File: src/rtl/word_packer_if.sv
// Handshake bundle for word_packer: narrow input stream in, wide packed stream out.
interface word_packer_if #(
  parameter int INPUT_WIDTH = 8,
  parameter int MAX_WORDS   = 4
);
  localparam int OUTPUT_WIDTH = INPUT_WIDTH * MAX_WORDS;
  localparam int COUNT_WIDTH  = $clog2(MAX_WORDS + 1);

  logic [INPUT_WIDTH-1:0]  data_i;
  logic                    data_valid_i;
  logic                    data_last_i;
  logic [COUNT_WIDTH-1:0]  num_words_i;
  logic                    data_ready_o;
  logic [OUTPUT_WIDTH-1:0] packed_data_o;
  logic [MAX_WORDS-1:0]    packed_keep_o;
  logic                    packed_last_o;
  logic                    packed_valid_o;
  logic                    packed_ready_i;

  // Environment side: produces input words and consumes packed words.
  modport master (
    output data_i, data_valid_i, data_last_i, num_words_i, packed_ready_i,
    input  data_ready_o, packed_data_o, packed_keep_o, packed_last_o, packed_valid_o
  );

  // Packer side.
  modport slave (
    input  data_i, data_valid_i, data_last_i, num_words_i, packed_ready_i,
    output data_ready_o, packed_data_o, packed_keep_o, packed_last_o, packed_valid_o
  );
endinterface

File: src/rtl/word_packer.sv
// word_packer: gathers groups of narrow input words into one wide output word.
// One accumulator collects the current group; a separate output register holds
// the finished word for the consumer. A finished group that cannot enter the
// output register parks in the accumulator (acc_full) and blocks new input.
module word_packer #(
  parameter int    INPUT_WIDTH = 8,
  parameter int    MAX_WORDS   = 4,
  parameter string ENDIAN      = "little"
) (
  input logic          clk_i,
  input logic          reset_i,
  word_packer_if.slave bus
);
  localparam int OUTPUT_WIDTH = INPUT_WIDTH * MAX_WORDS;
  localparam int CW           = $clog2(MAX_WORDS + 1);
  localparam bit BIG          = (ENDIAN == "big");
  localparam logic [CW-1:0] MAX_CNT = CW'(MAX_WORDS);

  // Accumulator state
  logic [OUTPUT_WIDTH-1:0] acc_data_reg;
  logic [MAX_WORDS-1:0]    acc_keep_reg;
  logic                    acc_last_reg;
  logic                    acc_full_reg;
  logic [CW-1:0]           count_reg;   // words accepted so far in this group
  logic [CW-1:0]           size_reg;    // group size latched on the first word

  // Output register state
  logic [OUTPUT_WIDTH-1:0] out_data_reg;
  logic [MAX_WORDS-1:0]    out_keep_reg;
  logic                    out_last_reg;
  logic                    out_valid_reg;

  logic                    accept;
  logic                    first;
  logic                    complete;
  logic                    out_free;
  logic [CW-1:0]           size_eff;
  logic [CW:0]             count_inc;
  logic [MAX_WORDS-1:0]    lane_hit;
  logic [OUTPUT_WIDTH-1:0] merged_data;
  logic [MAX_WORDS-1:0]    merged_keep;

  assign accept    = bus.data_valid_i && bus.data_ready_o;
  assign first     = (count_reg == '0);
  assign out_free  = !out_valid_reg || bus.packed_ready_i;
  // One extra bit so count+1 never wraps even when the counter is full width.
  assign count_inc = {1'b0, count_reg} + (CW + 1)'(1);
  assign complete  = accept && ((count_inc == {1'b0, size_eff}) || bus.data_last_i);

  // Each lane knows statically which word position of a group lands in it,
  // so steering is a compare against the word counter rather than a shift.
  generate
    for (genvar gi = 0; gi < MAX_WORDS; gi++) begin : g_lane
      localparam int K = BIG ? (MAX_WORDS - 1 - gi) : gi;
      assign lane_hit[gi] = (count_reg == CW'(K));
      assign merged_data[gi*INPUT_WIDTH +: INPUT_WIDTH] =
        lane_hit[gi] ? bus.data_i : acc_data_reg[gi*INPUT_WIDTH +: INPUT_WIDTH];
      assign merged_keep[gi] = lane_hit[gi] | acc_keep_reg[gi];
    end
  endgenerate

  // Effective group size: take num_words_i on the first word (0 or oversize means full), else the latched size.
  always_comb begin
    size_eff = size_reg;
    if (first) begin
      if ((bus.num_words_i == '0) || (bus.num_words_i > MAX_CNT)) begin
        size_eff = MAX_CNT;
      end else begin
        size_eff = bus.num_words_i;
      end
    end
  end

  // Accumulator and output register update, including the parked-group hand-off.
  always_ff @(posedge clk_i) begin
    if (reset_i) begin
      acc_data_reg  <= '0;
      acc_keep_reg  <= '0;
      acc_last_reg  <= 1'b0;
      acc_full_reg  <= 1'b0;
      count_reg     <= '0;
      size_reg      <= '0;
      out_data_reg  <= '0;
      out_keep_reg  <= '0;
      out_last_reg  <= 1'b0;
      out_valid_reg <= 1'b0;
    end else begin
      if (out_valid_reg && bus.packed_ready_i) begin
        out_valid_reg <= 1'b0;
      end
      if (acc_full_reg) begin
        // A parked group moves out as soon as the output register frees up.
        if (out_free) begin
          out_data_reg  <= acc_data_reg;
          out_keep_reg  <= acc_keep_reg;
          out_last_reg  <= acc_last_reg;
          out_valid_reg <= 1'b1;
          acc_data_reg  <= '0;
          acc_keep_reg  <= '0;
          acc_last_reg  <= 1'b0;
          acc_full_reg  <= 1'b0;
        end
      end else if (accept) begin
        if (complete) begin
          count_reg <= '0;
          if (out_free) begin
            out_data_reg  <= merged_data;
            out_keep_reg  <= merged_keep;
            out_last_reg  <= bus.data_last_i;
            out_valid_reg <= 1'b1;
            acc_data_reg  <= '0;
            acc_keep_reg  <= '0;
          end else begin
            acc_data_reg <= merged_data;
            acc_keep_reg <= merged_keep;
            acc_last_reg <= bus.data_last_i;
            acc_full_reg <= 1'b1;
          end
        end else begin
          acc_data_reg <= merged_data;
          acc_keep_reg <= merged_keep;
          count_reg    <= count_inc[CW-1:0];
          if (first) begin
            size_reg <= size_eff;
          end
        end
      end
    end
  end

  assign bus.data_ready_o   = !acc_full_reg && !reset_i;
  assign bus.packed_data_o  = out_data_reg;
  assign bus.packed_keep_o  = out_keep_reg;
  assign bus.packed_last_o  = out_last_reg;
  assign bus.packed_valid_o = out_valid_reg;
endmodule

File: src/flat_wrapper.sv
// flat-port wrapper written by rule: the top's interface ports become plain ports
module word_packer_flat 
#(
  parameter int    INPUT_WIDTH = 8,
  parameter int    MAX_WORDS   = 4,
  parameter string ENDIAN      = "      "
)
  (clk_i, reset_i, bus_data_i, bus_data_valid_i, bus_data_last_i, bus_num_words_i, bus_packed_ready_i, bus_data_ready_o, bus_packed_data_o, bus_packed_keep_o, bus_packed_last_o, bus_packed_valid_o);
  word_packer_if #(.INPUT_WIDTH(INPUT_WIDTH), .MAX_WORDS(MAX_WORDS)) bus_i ();
  input logic clk_i;
  input logic reset_i;
  input wire logic [$bits(bus_i.data_i)-1:0] bus_data_i;
  input wire logic [$bits(bus_i.data_valid_i)-1:0] bus_data_valid_i;
  input wire logic [$bits(bus_i.data_last_i)-1:0] bus_data_last_i;
  input wire logic [$bits(bus_i.num_words_i)-1:0] bus_num_words_i;
  input wire logic [$bits(bus_i.packed_ready_i)-1:0] bus_packed_ready_i;
  output wire logic [$bits(bus_i.data_ready_o)-1:0] bus_data_ready_o;
  output wire logic [$bits(bus_i.packed_data_o)-1:0] bus_packed_data_o;
  output wire logic [$bits(bus_i.packed_keep_o)-1:0] bus_packed_keep_o;
  output wire logic [$bits(bus_i.packed_last_o)-1:0] bus_packed_last_o;
  output wire logic [$bits(bus_i.packed_valid_o)-1:0] bus_packed_valid_o;
  assign bus_i.data_i = bus_data_i;
  assign bus_i.data_valid_i = bus_data_valid_i;
  assign bus_i.data_last_i = bus_data_last_i;
  assign bus_i.num_words_i = bus_num_words_i;
  assign bus_i.packed_ready_i = bus_packed_ready_i;
  assign bus_data_ready_o = bus_i.data_ready_o;
  assign bus_packed_data_o = bus_i.packed_data_o;
  assign bus_packed_keep_o = bus_i.packed_keep_o;
  assign bus_packed_last_o = bus_i.packed_last_o;
  assign bus_packed_valid_o = bus_i.packed_valid_o;
  word_packer #(.INPUT_WIDTH(INPUT_WIDTH), .MAX_WORDS(MAX_WORDS), .ENDIAN(ENDIAN)) u_core (.clk_i(clk_i), .reset_i(reset_i), .bus(bus_i));
endmodule
File: config.mk
export PLATFORM = sky130hd
export DESIGN_NAME = word_packer_flat
export DESIGN_NICKNAME = d
export VERILOG_FILES = /design/src/rtl/word_packer_if.sv /design/src/rtl/word_packer.sv /design/src/flat_wrapper.sv
export SDC_FILE = /design/constraint.sdc
export NUM_CORES = 1
export LEC_CHECK = 0
export ABC_AREA = 1
export CORE_UTILIZATION = 25
export CTS_BUF_LIST = sky130_fd_sc_hd__clkbuf_4 sky130_fd_sc_hd__clkbuf_8
export DETAILED_ROUTE_END_ITERATION = 10
export GPL_TIMING_DRIVEN = 0
export SLEW_MARGIN = 5
export SYNTH_ARGS = -nofsm -noshare
export SYNTH_HDL_FRONTEND = slang
export SYNTH_SLANG_ARGS = --single-unit
File: constraint.sdc
create_clock -name clk_i -period 3 [get_ports clk_i]
set_clock_uncertainty 0.1 [all_clocks]
set_input_delay 0.6 -clock clk_i [delete_from_list [all_inputs] [get_ports clk_i]]
set_output_delay 0.6 -clock clk_i [all_outputs]
set_load 0.02 [all_outputs]
; ---- Yosys cells after proc, flatten, opt, wreduce, memory -nomap -nowiden
; Index checks and enable logic that the tools add are counted.
; W data, S select, Z words.
[totals]
ff_bits = 82
inputBits = 16
output_inout_bits = 39
word_cells = 90
[classes]
n_addsub = 1
magnitude_cmp = 1
eq_ne = 7
mux = 46
bitwise = 6
n_reduce_logical = 19
[op_table]
columns = op, count
row1 = $mux W32, 10
row2 = $mux W4, 10
row3 = $mux W8, 4
row4 = $mux W1, 19
row5 = $reduce_and A4 Y1, 3
row6 = $mux W3, 3
row7 = $eq A3 B2 Y1 const B, 2
row8 = $logic_not A3 Y1, 2
row9 = $add A3 B1 Y4 const B, 1
row10 = $eq A4 B3 Y1, 1
row11 = $logic_and A1 B1 Y1, 4
row12 = $or A1 B1 Y1, 4
row13 = $reduce_and A2 Y1, 2
row14 = $reduce_bool A2 Y1, 2
row15 = $eq A3 B1 Y1 const B, 1
row16 = $gt A3 B3 Y1 const B, 1
row17 = $logic_not A1 Y1, 3
row18 = $logic_or A1 B1 Y1, 3
row19 = $ne A3 B3 Y1 const B, 1
row20 = $ne A2 B1 Y1 const B, 1
row21 = $ne A2 B2 Y1 const B, 1
row22 = $not A1 Y1, 2

; ---- Depth between registers and ports, before layout
; Gate-level depths: netlist (run 1).
[depth]
word_depth = 10
depth_mapped = 18
mapped_depth_nobuf = 17

; ---- Worst setup path after synthesis (run 1)
; No wires, ideal clock.
[synth_path]
path_type = input-to-reg
start = input bus_num_words_i[0]
end = register u_core.out_data_reg[16], in the netlist u_core.bus.packed_data_o[16]
setup_time_ns = 0.115
t_arrival_ns = 1.989
setup_slack_ns = 0.796
path_stages = 17
path_buffers = 2
cell_sequence = inv_1 nand2_1 ha_1 nor2_1 nand2_1 nand3_1 nand2_1 nor2_2 nand2_2 nand2_2 nand2_4 nand2_4 buf_12 buf_6 nand3_1 nand2_1 nor2_1
[synth_via]
elab_chain_cells = 9
[synth_lines]
columns = item, line
row1 = "start, declared", flat_wrapper.sv:15  ; input wire logic [$bits(bus_i.num_words_i)-1:0] bus_num_words_i;
row2 = $gt A3 B3 Y1 or $logic_not A3 Y1 (tied branches), word_packer.sv:66  ; if ((bus.num_words_i == '0) || (bus.num_words_i > MAX_CNT)) begin
row3 = $logic_or A1 B1 Y1, word_packer.sv:66
row4 = $mux W3 *, word_packer.sv:66
row5 = $mux W3 *, word_packer.sv:65  ; if (first) begin
row6 = $eq A4 B3 Y1 *, word_packer.sv:48  ; assign complete = accept && ((count_inc == {1'b0, size_eff}) || bus.data_last_i);
row7 = $logic_or A1 B1 Y1 *, word_packer.sv:48
row8 = $logic_and A1 B1 Y1 *, word_packer.sv:48
row9 = $ne A3 B3 Y1 (no line) or $reduce_bool A2 Y1 (tied branches), -
row10 = $reduce_and A4 Y1 (no line) *, -
row11 = "end signal, assigned", word_packer.sv:94  ; out_data_reg <= acc_data_reg;
row12 = "end signal, assigned", word_packer.sv:107  ; out_data_reg <= merged_data;
row13 = "end, declared", word_packer.sv:28  ; logic [OUTPUT_WIDTH-1:0] out_data_reg;
; Mark *: on every way between the ends. The rest lies on a longest branch, timed or not.
; A chain may end at the register's enable or synchronous reset.

; ---- Worst setup path in the final report (run 1)
[layout_path]
start = input bus_num_words_i[0]
end = register u_core.out_data_reg[14], in the netlist u_core.bus.packed_data_o[14]
; The elaborated chain is that of the path after synthesis.

==> metrics.md, run 1 <==
| Metric | Value |
|---|---|
| Outcome | finished clean |
| Detailed Routing Iterations Pass 1 | 7 |
| Highest Signal Layer | met4 |
| CP Launch Type | input port |
| Routed wire length on met2 | 5240 µm |
| H-tree lvl count | 3 |
| Max VDD drop | 0.216 mV |
| Met3 WL | 778 µm |
| Critical path arrival | 2.72 ns |
| Mapped Area | 4150 µm² |
| Root buffer cell | clkbuf_8 |
| Worst-path clk slew | 0.08 ns |
| R2R Path End | u_core.bus.packed_data_o[14] |
| Crit Path Max Fanout | 10 |
| Most Frequent Cell on Critical Path | nand2_1 |
| Final Max Tran Viols | 0 |
| Area grow syn2layout | 23.5% |
| CTS tree | yes |
| # nets final | 684 |
| Die Y | 131 µm |
| # diodes | 0 |
| Vias in the first global route | 3872 |
| Die Width | 131 µm |
| Syn_area_per_cell | 6.94 µm² |
| Syn nets | 620 |
| Rel. slew slack | 60.2% |
| Gr ovfl total | 0 |
| Tcrit/Tclk final | 85.1% |
| CP delay by family, top | simple AND/OR/NAND/NOR gates |
| Starting density of the core | 25.8% |
| Number of synthesis warnings | 0 |
| CTS resizes | 0 |
| First-iteration detailed-routing DRC count | 264 |
| FF-to-FF setup slack | 0.51 ns |
| CP Data Required Time | 3.17 ns |
| Drt via density | 4.66 |
| Final ANT Viol Nets | 0 |
| Pwr/cell area | 467 nW/µm² |
| PortBufs | 53 |
| Hold crit path type | reg -> reg |
| Worst path max stage delay | 0.42 ns |
| Setup_tns | 0 ns |
| Setup Viol. Count Final | 0 |
| Maximum clock path buffer count | 2 |
| Pre-CTS setup slack | 0.0875 ns |
| Via Count | 4108 |
| Post-Synthesis Cells | 598 |
| Endpoints failing hold | 0 |
| I/O pins | 55 |
| Worst skew pair latency | 0.36 ns |
| Seq/Total Area, Yosys | 39.6% |
| R2R depth | 16 |
| Overall Global Routing Usage | 14.8% |
| Tmin final | 2.55 ns |
| Clk sinks | 82 |
| DR WL/cell | 13.5 µm |
| Crit path capture | u_core.bus.packed_data_o[14] |
| Actual slew at the worst max-slew pin | 0.596 ns |
| Type of the worst setup path | in -> reg |
| Hold Slack | 0.371 ns |
| Synth cell types | 27 |
| Num CTS Buffers | 9 |
| GPL Wtd Cong | 0.854 |
| First-pass GRT wire length | 19400 µm |
| Reg-to-reg startpoint | u_core.count_reg[0] |
| Post-route DRC | 0 |
| CP endpoint kind | flop |
| Slowest CP cell | clkdlybuf4s50_1 |
| DPL Wire Length | 8810 µm |
| Fraction of layout cells with a size suffix above 1 | 7.67% |
| Final worst-path setup slack | 0.447 ns |
| CORE AREA | 16100 µm² |
| Largest net degree at the start of global routing | 13 |
| M1 wire length | 5690 µm |
| Critical path depth | 17 |
| Die ar. | 17100 µm² |
| Leak pwr | 2.02 nW |
| Hold_buf cts | 0 |
| Worst setup startpoint | bus_num_words_i[0] |
| # fillers | 1741 |
| #FFs+latches synth | 82 |
| RSZ-0062 raised after global routing | no |
| Initial antenna violation count | 0 |
| Worst Path Buf+Inv | 3 |
| Total wire length | 11900 µm |
| Max Cap Viol | 0 |
| Fmax | 0.392 GHz |
| Post CTS Setup Buffer Count | 0 |
| Row count | 46 |
| Critical-path cell list | clkdlybuf4s50_1 -> inv_1 -> nand2_1 -> ha_1 -> nor2_1 -> nand2_1 -> nand3_1 -> nand2_1 -> nor2_2 -> nand2_2 -> nand2_2 -> nand2_4 -> nand2_4 -> buf_2 -> nand3_1 -> nand2_1 -> nor2_1 |
==> routing by layer <==
| layer | vias to the layer above | GRT usage, % |
|---|---|---|
| met5 | - | 0 |
| met4 | 0 | 4.87 |
| met3 | 16 | 3.18 |
| met2 | 134 | 23.7 |
| met1 | 1847 | 19.7 |
| li1 | 2111 | - |
==> cell type report <==
class	instances	area [µm²]	area share (%)
Tap cell	216	270	5.28
Inverter	60	225	4.40
Timing Repair Buffer	53	531	10.4
Clock buffer	12	159	3.10
Clock inverter	2	13.8	0.269
Buffer	42	275	5.38
Sequential cell	82	1640	32.1
Multi-Input combinational cell	414	2010	39.2
==> metrics by stage <==
stage	instance area, µm²	total power (W)	instances	util, %
3_3_place_gp	4950	0.00167	867	30.8
3_5_place_dp	4950	0.00167	867	30.8
5_1_grt	5120	0.00253	881	31.9
6_report	5120	0.00239	881	31.9
2_1_floorplan	4150	0.00150	598	-
4_1_cts	5120	0.00242	881	31.9
==> synthesized netlist by cell type <==
cell type    n  area [µm²]
clkbuf_1    17        63.8
nor2_4       1        11.3
buf_8        3        45.0
nor3_2       1        10.0
dfxtp_1     82        1640
o211ai_1     1        7.51
buf_12       1        20.0
nor2_1      46         173
nand3b_1     3        22.5
or2_2        1        6.26
a21oi_1    111         556
nand4_1      1        6.26
o21ai_1     21         105
buf_1        4        15.0
nand2_1     89         334
ha_1         6        75.1
a21oi_2      2        17.5
buf_4        1        7.51
inv_2        2        7.51
inv_1       58         218
buf_6        7        78.8
nand3_1     79         395
nor2_2       3        18.8
nand2_2      3        18.8
o21ai_0     43         215
nand2_4      3        33.8
buf_2        9        45.0
==> placed cells by master, fill, tap and decap left out, types with 3 or more instances in the layout <==
cell	n
nand3b_1	3
nor2_1	46
clkdlybuf4s50_1	53
clkbuf_1	17
nand2_1	89
o21ai_1	21
ha_1	6
clkbuf_8	11
nor2_2	3
dfxtp_1	82
nand3_1	79
nand2_2	3
buf_2	9
a21oi_1	111
nand2_4	3
buf_8	3
buf_1	4
buf_6	7
o21ai_0	43
inv_1	58
==> worst reg2reg max path: cells and delay by family (launching register included) <==
family / cells / cell delay [ns]
flops: 1 / 0.45
simple gates: 12 / 1.01
fa+ha+maj: 1 / 0.28
buf+inv: 3 / 0.56
==> kinds of logic (layout without fill, tap and decap cells) <==
logic type / after synthesis / in the layout / share of synthesized area (%)
DFF: 82 / 82 / 39.6
adders and majority gates: 6 / 6 / 1.81
AOI/OAI and AO/OA: 178 / 178 / 21.7
and+or+nand+nor: 230 / 230 / 24.8
buffers and inverters: 102 / 169 / 12.1
==> how the worst min path moves through the flow <==
| stage | from | endpoint | slack (ns) | cells after the start |
|---|---|---|---|---|
| 2_1_floorplan | u_core.acc_last_reg | u_core.acc_last_reg | 0.34 | 2 |
| 5_1_grt | u_core.acc_keep_reg[3] | u_core.acc_keep_reg[3] | 0.40 | 2 |
| 3_3_place_gp | u_core.acc_last_reg | u_core.acc_last_reg | 0.35 | 2 |
| 6_report | u_core.acc_data_reg[26] | u_core.acc_data_reg[26] | 0.37 | 2 |
| 3_5_place_dp | u_core.acc_data_reg[26] | u_core.acc_data_reg[26] | 0.36 | 2 |
| 4_1_cts | u_core.acc_data_reg[26] | u_core.acc_data_reg[26] | 0.37 | 2 |
==> power breakdown <==
group	internal [W]	total (W)	switching, W
Sequential	0.00115	0.00118	0.0000304
Clock	0.000347	0.000746	0.000399
Combinational	0.000189	0.000471	0.000282
No activity file was read; power rests on OpenSTA's default activity.
==> run 2, diff against run 1 <==
--- a/config.mk
+++ b/config.mk
@@ -6,7 +6,8 @@
 export NUM_CORES = 1
 export LEC_CHECK = 0
 export ABC_AREA = 1
-export CORE_UTILIZATION = 25
+export CAP_MARGIN = 40
+export CORE_UTILIZATION = 40
 export CTS_BUF_LIST = sky130_fd_sc_hd__clkbuf_4 sky130_fd_sc_hd__clkbuf_8
 export DETAILED_ROUTE_END_ITERATION = 10
 export GPL_TIMING_DRIVEN = 0
==> run 2 against run 1 <==
Non-clock buffer count stayed put; design area is 0.46% lower; hold slack worse by 0.00052 ns; global-route usage is 7.6 points higher; critical path type unchanged; sequential share of layout area is 0.15 points higher; combinational power is 1% lower; critical endpoint is now u_core.bus.packed_data_o[23]; register-to-register slack better by 0.04 ns; clock power is 39% higher; fmax is 1.6% higher; worst setup slack better by 0.041 ns; sequential cell count stayed put; largest power group unchanged.
==> metrics.md, run 2 (synthesized netlist as in run 1, its figures left out) <==
| Metric | Value |
|---|---|
| Final Max Tran Viols | 0 (unchanged) |
| CORE AREA | 9910 µm² (was 16100 µm²) |
| Max Cap Viol | 0 (unchanged) |
| Overall Global Routing Usage | 22.4% (was 14.8%) |
| Total wire length | 11600 µm (was 11900 µm) |
| Design area | 5100 µm² (was 5120 µm²) |
| PortBufs | 53 (unchanged) |
| First-pass GRT wire length | 19400 µm (about the same) |
| # diodes | 0 (unchanged) |
| Row count | 36 (was 46) |
| Worst-path clk slew | 0.08 ns (about the same) |
| CP Launch Type | input port (unchanged) |
| Detailed Routing Iterations Pass 1 | 5 (was 7) |
| Pwr/cell area | 527 nW/µm² (was 467 nW/µm²) |
| CTS tree | yes (unchanged) |
| Clk sinks | 82 (unchanged) |
| Drt via density | 5.19 (was 4.66) |
| Critical path arrival | 2.68 ns (was 2.72 ns) |
| # fillers | 991 (was 1741) |
| Fmax | 0.398 GHz (was 0.392 GHz) |
| Area grow syn2layout | 22.9% (was 23.5%) |
| Type of the worst setup path | in -> reg (unchanged) |
| Fraction of layout cells with a size suffix above 1 | 7.67% (unchanged) |
| Final ANT Viol Nets | 0 (unchanged) |
| H-tree lvl count | 3 (unchanged) |
| I/O pins | 55 (unchanged) |
| Worst skew pair latency | 0.36 ns (about the same) |
| CP Data Required Time | 3.16 ns (was 3.17 ns) |
| Initial antenna violation count | 0 (unchanged) |
| Maximum clock path buffer count | 2 (unchanged) |
| Endpoints failing hold | 0 (unchanged) |
| Most common cell after layout, fill and taps aside | a21oi_1 (unchanged) |
| CP endpoint kind | flop (unchanged) |
| Largest net degree at the start of global routing | 14 (was 13) |
| Hold crit path type | reg -> reg (unchanged) |
| Rel. slew slack | 62.4% (was 60.2%) |
| Gr ovfl total | 0 (unchanged) |
| # nets final | 684 (unchanged) |
| Num CTS Buffers | 9 (unchanged) |
| Die Width | 104 µm (was 131 µm) |
| Root buffer cell | clkbuf_8 (unchanged) |
| Dpl cell area | 4840 µm² (was 4950 µm²) |
| Setup_tns | 0 ns (unchanged) |
| GPL Wtd Cong | 0.864 (was 0.854) |
| DR WL/cell | 14.5 µm (was 13.5 µm) |
| Die Y | 104 µm (was 131 µm) |
| Tmin final | 2.51 ns (was 2.55 ns) |
| Post CTS Setup Buffer Count | 0 (unchanged) |
| First-iteration detailed-routing DRC count | 193 (was 264) |
| Leak pwr | 2.05 nW (was 2.02 nW) |
| Post-route DRC | 0 (unchanged) |
| Via Count | 4142 (was 4108) |
| Hold_buf cts | 0 (unchanged) |
| Outcome | finished clean (unchanged) |
| RSZ-0062 raised after global routing | no (unchanged) |
| Actual slew at the worst max-slew pin | 0.565 ns (was 0.596 ns) |
| Starting density of the core | 41.9% (was 25.8%) |
| Commonest non-fill, non-tap cells in the layout | a21oi_1, nand2_1, dfxtp_1 (unchanged) |
| Max VDD drop | 0.308 mV (was 0.216 mV) |
| Setup Viol. Count Final | 0 (unchanged) |
| Vias in the first global route | 3965 (was 3872) |
| DPL Wire Length | 8320 µm (was 8810 µm) |
| CTS resizes | 0 (unchanged) |
| Tcrit/Tclk final | 83.7% (was 85.1%) |
| Die ar. | 10800 µm² (was 17100 µm²) |
| Crit Path Max Fanout | 10 (unchanged) |
-- run 2: cell types whose count changed in the layout (fill, tap and decap cells not counted), sizes merged --
| cell | delta |
|---|---|
| bufinv | +4 |
| clkbuf | -3 |
| clkinv | -1 |
-- run 2: final timing paths --
path                                  end  depth (start not counted)                     from  slack, ns
min reg2reg       u_core.acc_data_reg[24]                          2  u_core.acc_data_reg[24]       0.37
max          u_core.bus.packed_data_o[23]                         17       bus_num_words_i[2]       0.49
min               u_core.acc_data_reg[24]                          2  u_core.acc_data_reg[24]       0.37
max reg2reg  u_core.bus.packed_data_o[23]                         17      u_core.count_reg[0]       0.55
-- run 2: layout make-up --
type / count / area (µm²) / share of cell area (%)
plain buffers: 42 / 275 / 5.40
clock buffers: 9 / 124 / 2.43
clock inverters: 5 / 129 / 2.53
inverters: 60 / 225 / 4.42
multi-input cells: 414 / 2010 / 39.3
flip-flops and latches: 82 / 1640 / 32.2
well taps: 133 / 166 / 3.26
repair buffers: 53 / 531 / 10.4
-- run 2: per-stage QoR --
step | cells | hold WS [ns] | util (%) | total power [W] | worst slack (ns)
after floorplan | 598 | 0.339 | - | 0.00150 | 0.796
after global placement | 784 | 0.348 | 48.9 | 0.00166 | 0.129
after detailed placement | 784 | 0.359 | 48.9 | 0.00167 | 0.0987
after CTS | 798 | 0.371 | 51.4 | 0.00270 | 0.478
after global routing | 798 | 0.397 | 51.4 | 0.00281 | 0.264
final | 798 | 0.371 | 51.4 | 0.00269 | 0.488
-- run 2: report_power, final --
| group | leakage [nW] | internal, W | switching (W) |
|---|---|---|---|
| clock network | 0.125 | 0.000630 | 0.000414 |
| registers | 0.668 | 0.00115 | 0.0000301 |
| logic | 1.26 | 0.000189 | 0.000277 |
-- run 2: worst max-delay path, stage by stage --
cell and delay, ns:
clkdlybuf4s50_1 0.48, inv_1 0.06, ha_1 0.30, nor2_1 0.10, nand2_1 0.06, nand3_1 0.07
nand2_1 0.07, nor2_2 0.09, nand2_2 0.08, nand2_2 0.08, nand2_4 0.07, nand2_4 0.08
buf_12 0.15, buf_6 0.14, nand3_1 0.09, nand2_1 0.10, nor2_1 0.04
-- run 2: routing by layer --
layer	global-route usage [%]	wire length [µm]	share of wire, %	vias to the layer above
li1	-	-	-	2101
met1	29.2	5360	46	1913
met2	36.7	5320	46	108
met3	3.90	629	5.4	20
met4	8.67	273	2.4	0
met5	0	0	0	-
==> run 3, diff against run 2 <==
==> constraint.sdc (replaced) <==
create_clock -name clk_i -period 2.2 [get_ports clk_i]
set_clock_uncertainty 0.1 [all_clocks]
set_input_delay 0.44 -clock clk_i [delete_from_list [all_inputs] [get_ports clk_i]]
set_output_delay 0.44 -clock clk_i [all_outputs]
set_load 0.02 [all_outputs]
==> run 3 against run 2 <==
The run now ends with negative setup slack left; die area did not move; utilization rose by 7.2 points; highest routed layer unchanged; critical endpoint is now u_core.acc_keep_reg[3]; register-to-register slack got worse by 0.57 ns; critical path depth fell by 2; routed wire length rose by 11%.
==> metrics.md, run 3 (synthesized netlist as in run 1, its figures left out) <==
| Metric | Value |
|---|---|
| Outcome | finished, violations left (was finished clean) |
| Failing checks | negative setup slack |
| Commonest non-fill, non-tap cells in the layout | a21oi_1, nand2_1, dfxtp_1 (unchanged) |
| Tmin final | 2.22 ns |
| Max VDD drop | 0.343 mV (was 0.308 mV) |
| Die ar. | 10800 µm² (unchanged) |
| Met3 WL | 761 µm (was 629 µm) |
| Cell count after placement | 784 (unchanged) |
| I/O pins | 55 (unchanged) |
| Overall Global Routing Usage | 23.6% (was 22.4%) |
| Pwr/cell area | 663 nW/µm² (was 527 nW/µm²) |
| Die Y | 104 µm (unchanged) |
| M1 wire length | 5730 µm (was 5360 µm) |
| CP delay by family, top | simple AND/OR/NAND/NOR gates (unchanged) |
| CTS tree | yes (unchanged) |
| CORE AREA | 9910 µm² (unchanged) |
| Worst-path clk slew | 0.09 ns (was 0.08 ns) |
| Hold Slack | 0.259 ns (was 0.371 ns) |
| Gr ovfl total | 0 (unchanged) |
| Vias in the first global route | 4122 (was 3965) |
| Rel. slew slack | 53.7% (was 62.4%) |
| Dpl cell area | 4840 µm² (unchanged) |
| Worst skew pair latency | 0.36 ns (about the same) |
| FF-to-FF setup slack | -0.02 ns (was 0.55 ns) |
| Hold_buf cts | 0 (unchanged) |
| First-iteration detailed-routing DRC count | 261 (was 193) |
| Fraction of layout cells with a size suffix above 1 | 21.5% (was 7.67%) |
| Drt via density | 5.25 (was 5.19) |
| Initial antenna violation count | 0 (unchanged) |
| Maximum clock path buffer count | 2 (unchanged) |
| Slowest CP cell | dfxtp_4 (was clkdlybuf4s50_1) |
| Leak pwr | 2.33 nW (was 2.05 nW) |
| Area grow syn2layout | 40.2% (was 22.9%) |
| Final worst-path setup slack | -0.0178 ns (was 0.488 ns) |
| Worst path max stage delay | 0.38 ns (was 0.48 ns) |
| Num CTS Buffers | 9 (unchanged) |
| Routed wire length on met2 | 6060 µm (was 5320 µm) |
| CP Launch Type | flop (was input port) |
| Final ANT Viol Nets | 0 (unchanged) |
| Pre-CTS setup slack | -0.541 ns (was 0.0987 ns) |
| Root buffer cell | clkbuf_8 (unchanged) |
| Largest net degree at the start of global routing | 14 (unchanged) |
| Final Max Tran Viols | 0 (unchanged) |
| Actual slew at the worst max-slew pin | 0.695 ns (was 0.565 ns) |
| Clk sinks | 82 (unchanged) |
| Highest Signal Layer | met4 (unchanged) |
| Crit Path Max Fanout | 10 (unchanged) |
| Hold crit path type | in -> reg (was reg -> reg) |
| PortBufs | 53 (unchanged) |
| Type of the worst setup path | reg -> reg (was in -> reg) |
| Worst Path Buf+Inv | 4 (unchanged) |
| H-tree lvl count | 3 (unchanged) |
| Starting density of the core | 41.9% (unchanged) |
| Design area | 5810 µm² (was 5100 µm²) |
| RSZ-0062 raised after global routing | yes (was no) |
| Die Width | 104 µm (unchanged) |
| Row count | 36 (unchanged) |
| # fillers | 904 (was 991) |
| Max Cap Viol | 0 (unchanged) |
| Total wire length | 12900 µm (was 11600 µm) |
| CP endpoint kind | flop (unchanged) |
| Setup_tns | -0.0545 ns (was 0 ns) |
| CP Data Required Time | 2.35 ns (was 3.16 ns) |
| Detailed Routing Iterations Pass 1 | 5 (unchanged) |
| DPL Wire Length | 8320 µm (unchanged) |
| Critical-path cell list | inv_4 -> ha_4 -> inv_4 -> nor2_4 -> nand2_2 -> nand3_1 -> nand2_1 -> nor2_2 -> nand2_2 -> buf_4 -> a21oi_4 -> nand2_4 -> buf_6 -> o211ai_1 -> nand2_1 (was clkdlybuf4s50_1 -> inv_1 -> ha_1 -> nor2_1 -> nand2_1 -> nand3_1 -> nand2_1 -> nor2_2 -> nand2_2 -> nand2_2 -> nand2_4 -> nand2_4 -> buf_12 -> buf_6 -> nand3_1 -> nand2_1 -> nor2_1) |
| Fmax | 0.451 GHz |
| Via Count | 4361 (was 4142) |
| DR WL/cell | 15.5 µm (was 14.5 µm) |
| First-pass GRT wire length | 20400 µm (was 19400 µm) |
| Endpoints failing hold | 0 (unchanged) |
| Fin cells | 831 (was 798) |
| # nets final | 717 (was 684) |
| # diodes | 0 (unchanged) |
| Tcrit/Tclk final | 101% |
| Critical path arrival | 2.37 ns (was 2.68 ns) |
| Post-route DRC | 0 (unchanged) |
| Most common cell after layout, fill and taps aside | a21oi_1 (unchanged) |
| Setup Viol. Count Final | 8 (was 0) |
| GPL Wtd Cong | 0.864 (unchanged) |
==> run 3: cell count changes in the layout (fill, tap and decap cells not counted), moves of 7 or more <==
cell / change
nand2_1: -8
buf_4: +23
a21oi_1: -17
a21oi_2: +16
nand3_1: -21
nand2_2: +7
nand3_2: +20
==> run 3: path summary, 6_finish.rpt <==
kind	cells after the start	from	end
worst max-delay path	15	u_core.count_reg[1]	u_core.acc_keep_reg[3]
worst max register to register	15	u_core.count_reg[1]	u_core.acc_keep_reg[3]
worst min-delay path	2	reset_i	u_core.bus.packed_valid_o
worst min register to register	2	u_core.acc_data_reg[24]	u_core.acc_data_reg[24]
==> run 3: report_power, final <==
part / switching [W] / leakage (nW) / internal (W)
registers: 0.0000451 / 0.670 / 0.00156
clock network: 0.000576 / 0.125 / 0.000859
logic: 0.000447 / 1.53 / 0.000365
total: 0.00107 / 2.33 / 0.00279
==> run 3: repair_timing <==
item | 4_1_cts | 5_1_grt
cloned | 3 | 4
hold endpoints to repair | 0 | 0
endpoints found under the setup margin | 76 | 78
gates resized for setup | 38 | 63
pin swaps | 5 | 24
buffers inserted | 18 | 10
==> run 3: final cells by class <==
| class | instances | area (µm²) | share of cell area (%) |
|---|---|---|---|
| Buffer | 42 | 303 | 5.21 |
| Timing Repair Buffer | 86 | 925 | 15.9 |
| Sequential cell | 82 | 1650 | 28.4 |
| Clock inverter | 5 | 129 | 2.22 |
| Tap cell | 133 | 166 | 2.86 |
| Inverter | 60 | 233 | 4.00 |
| Clock buffer | 9 | 124 | 2.13 |
| Multi-Input combinational cell | 414 | 2280 | 39.3 |
==> run 3: routing by layer <==
| metal | global-route usage (%) | vias to the layer above |
|---|---|---|
| li1 | - | 2177 |
| met1 | 30.5 | 2028 |
| met2 | 38.4 | 132 |
| met3 | 5.29 | 24 |
| met4 | 8.57 | 0 |
| met5 | 0 | - |
==> run 3: per-stage QoR <==
| stage | power (W) | utilization (%) |
|---|---|---|
| 6_report | 0.00385 | 58.7 |
| 5_1_grt | 0.00403 | 58.7 |
| 4_1_cts | 0.00378 | 54.9 |
| 3_5_place_dp | 0.00227 | 48.9 |
| 3_3_place_gp | 0.00226 | 48.9 |
| 2_1_floorplan | 0.00205 | - |
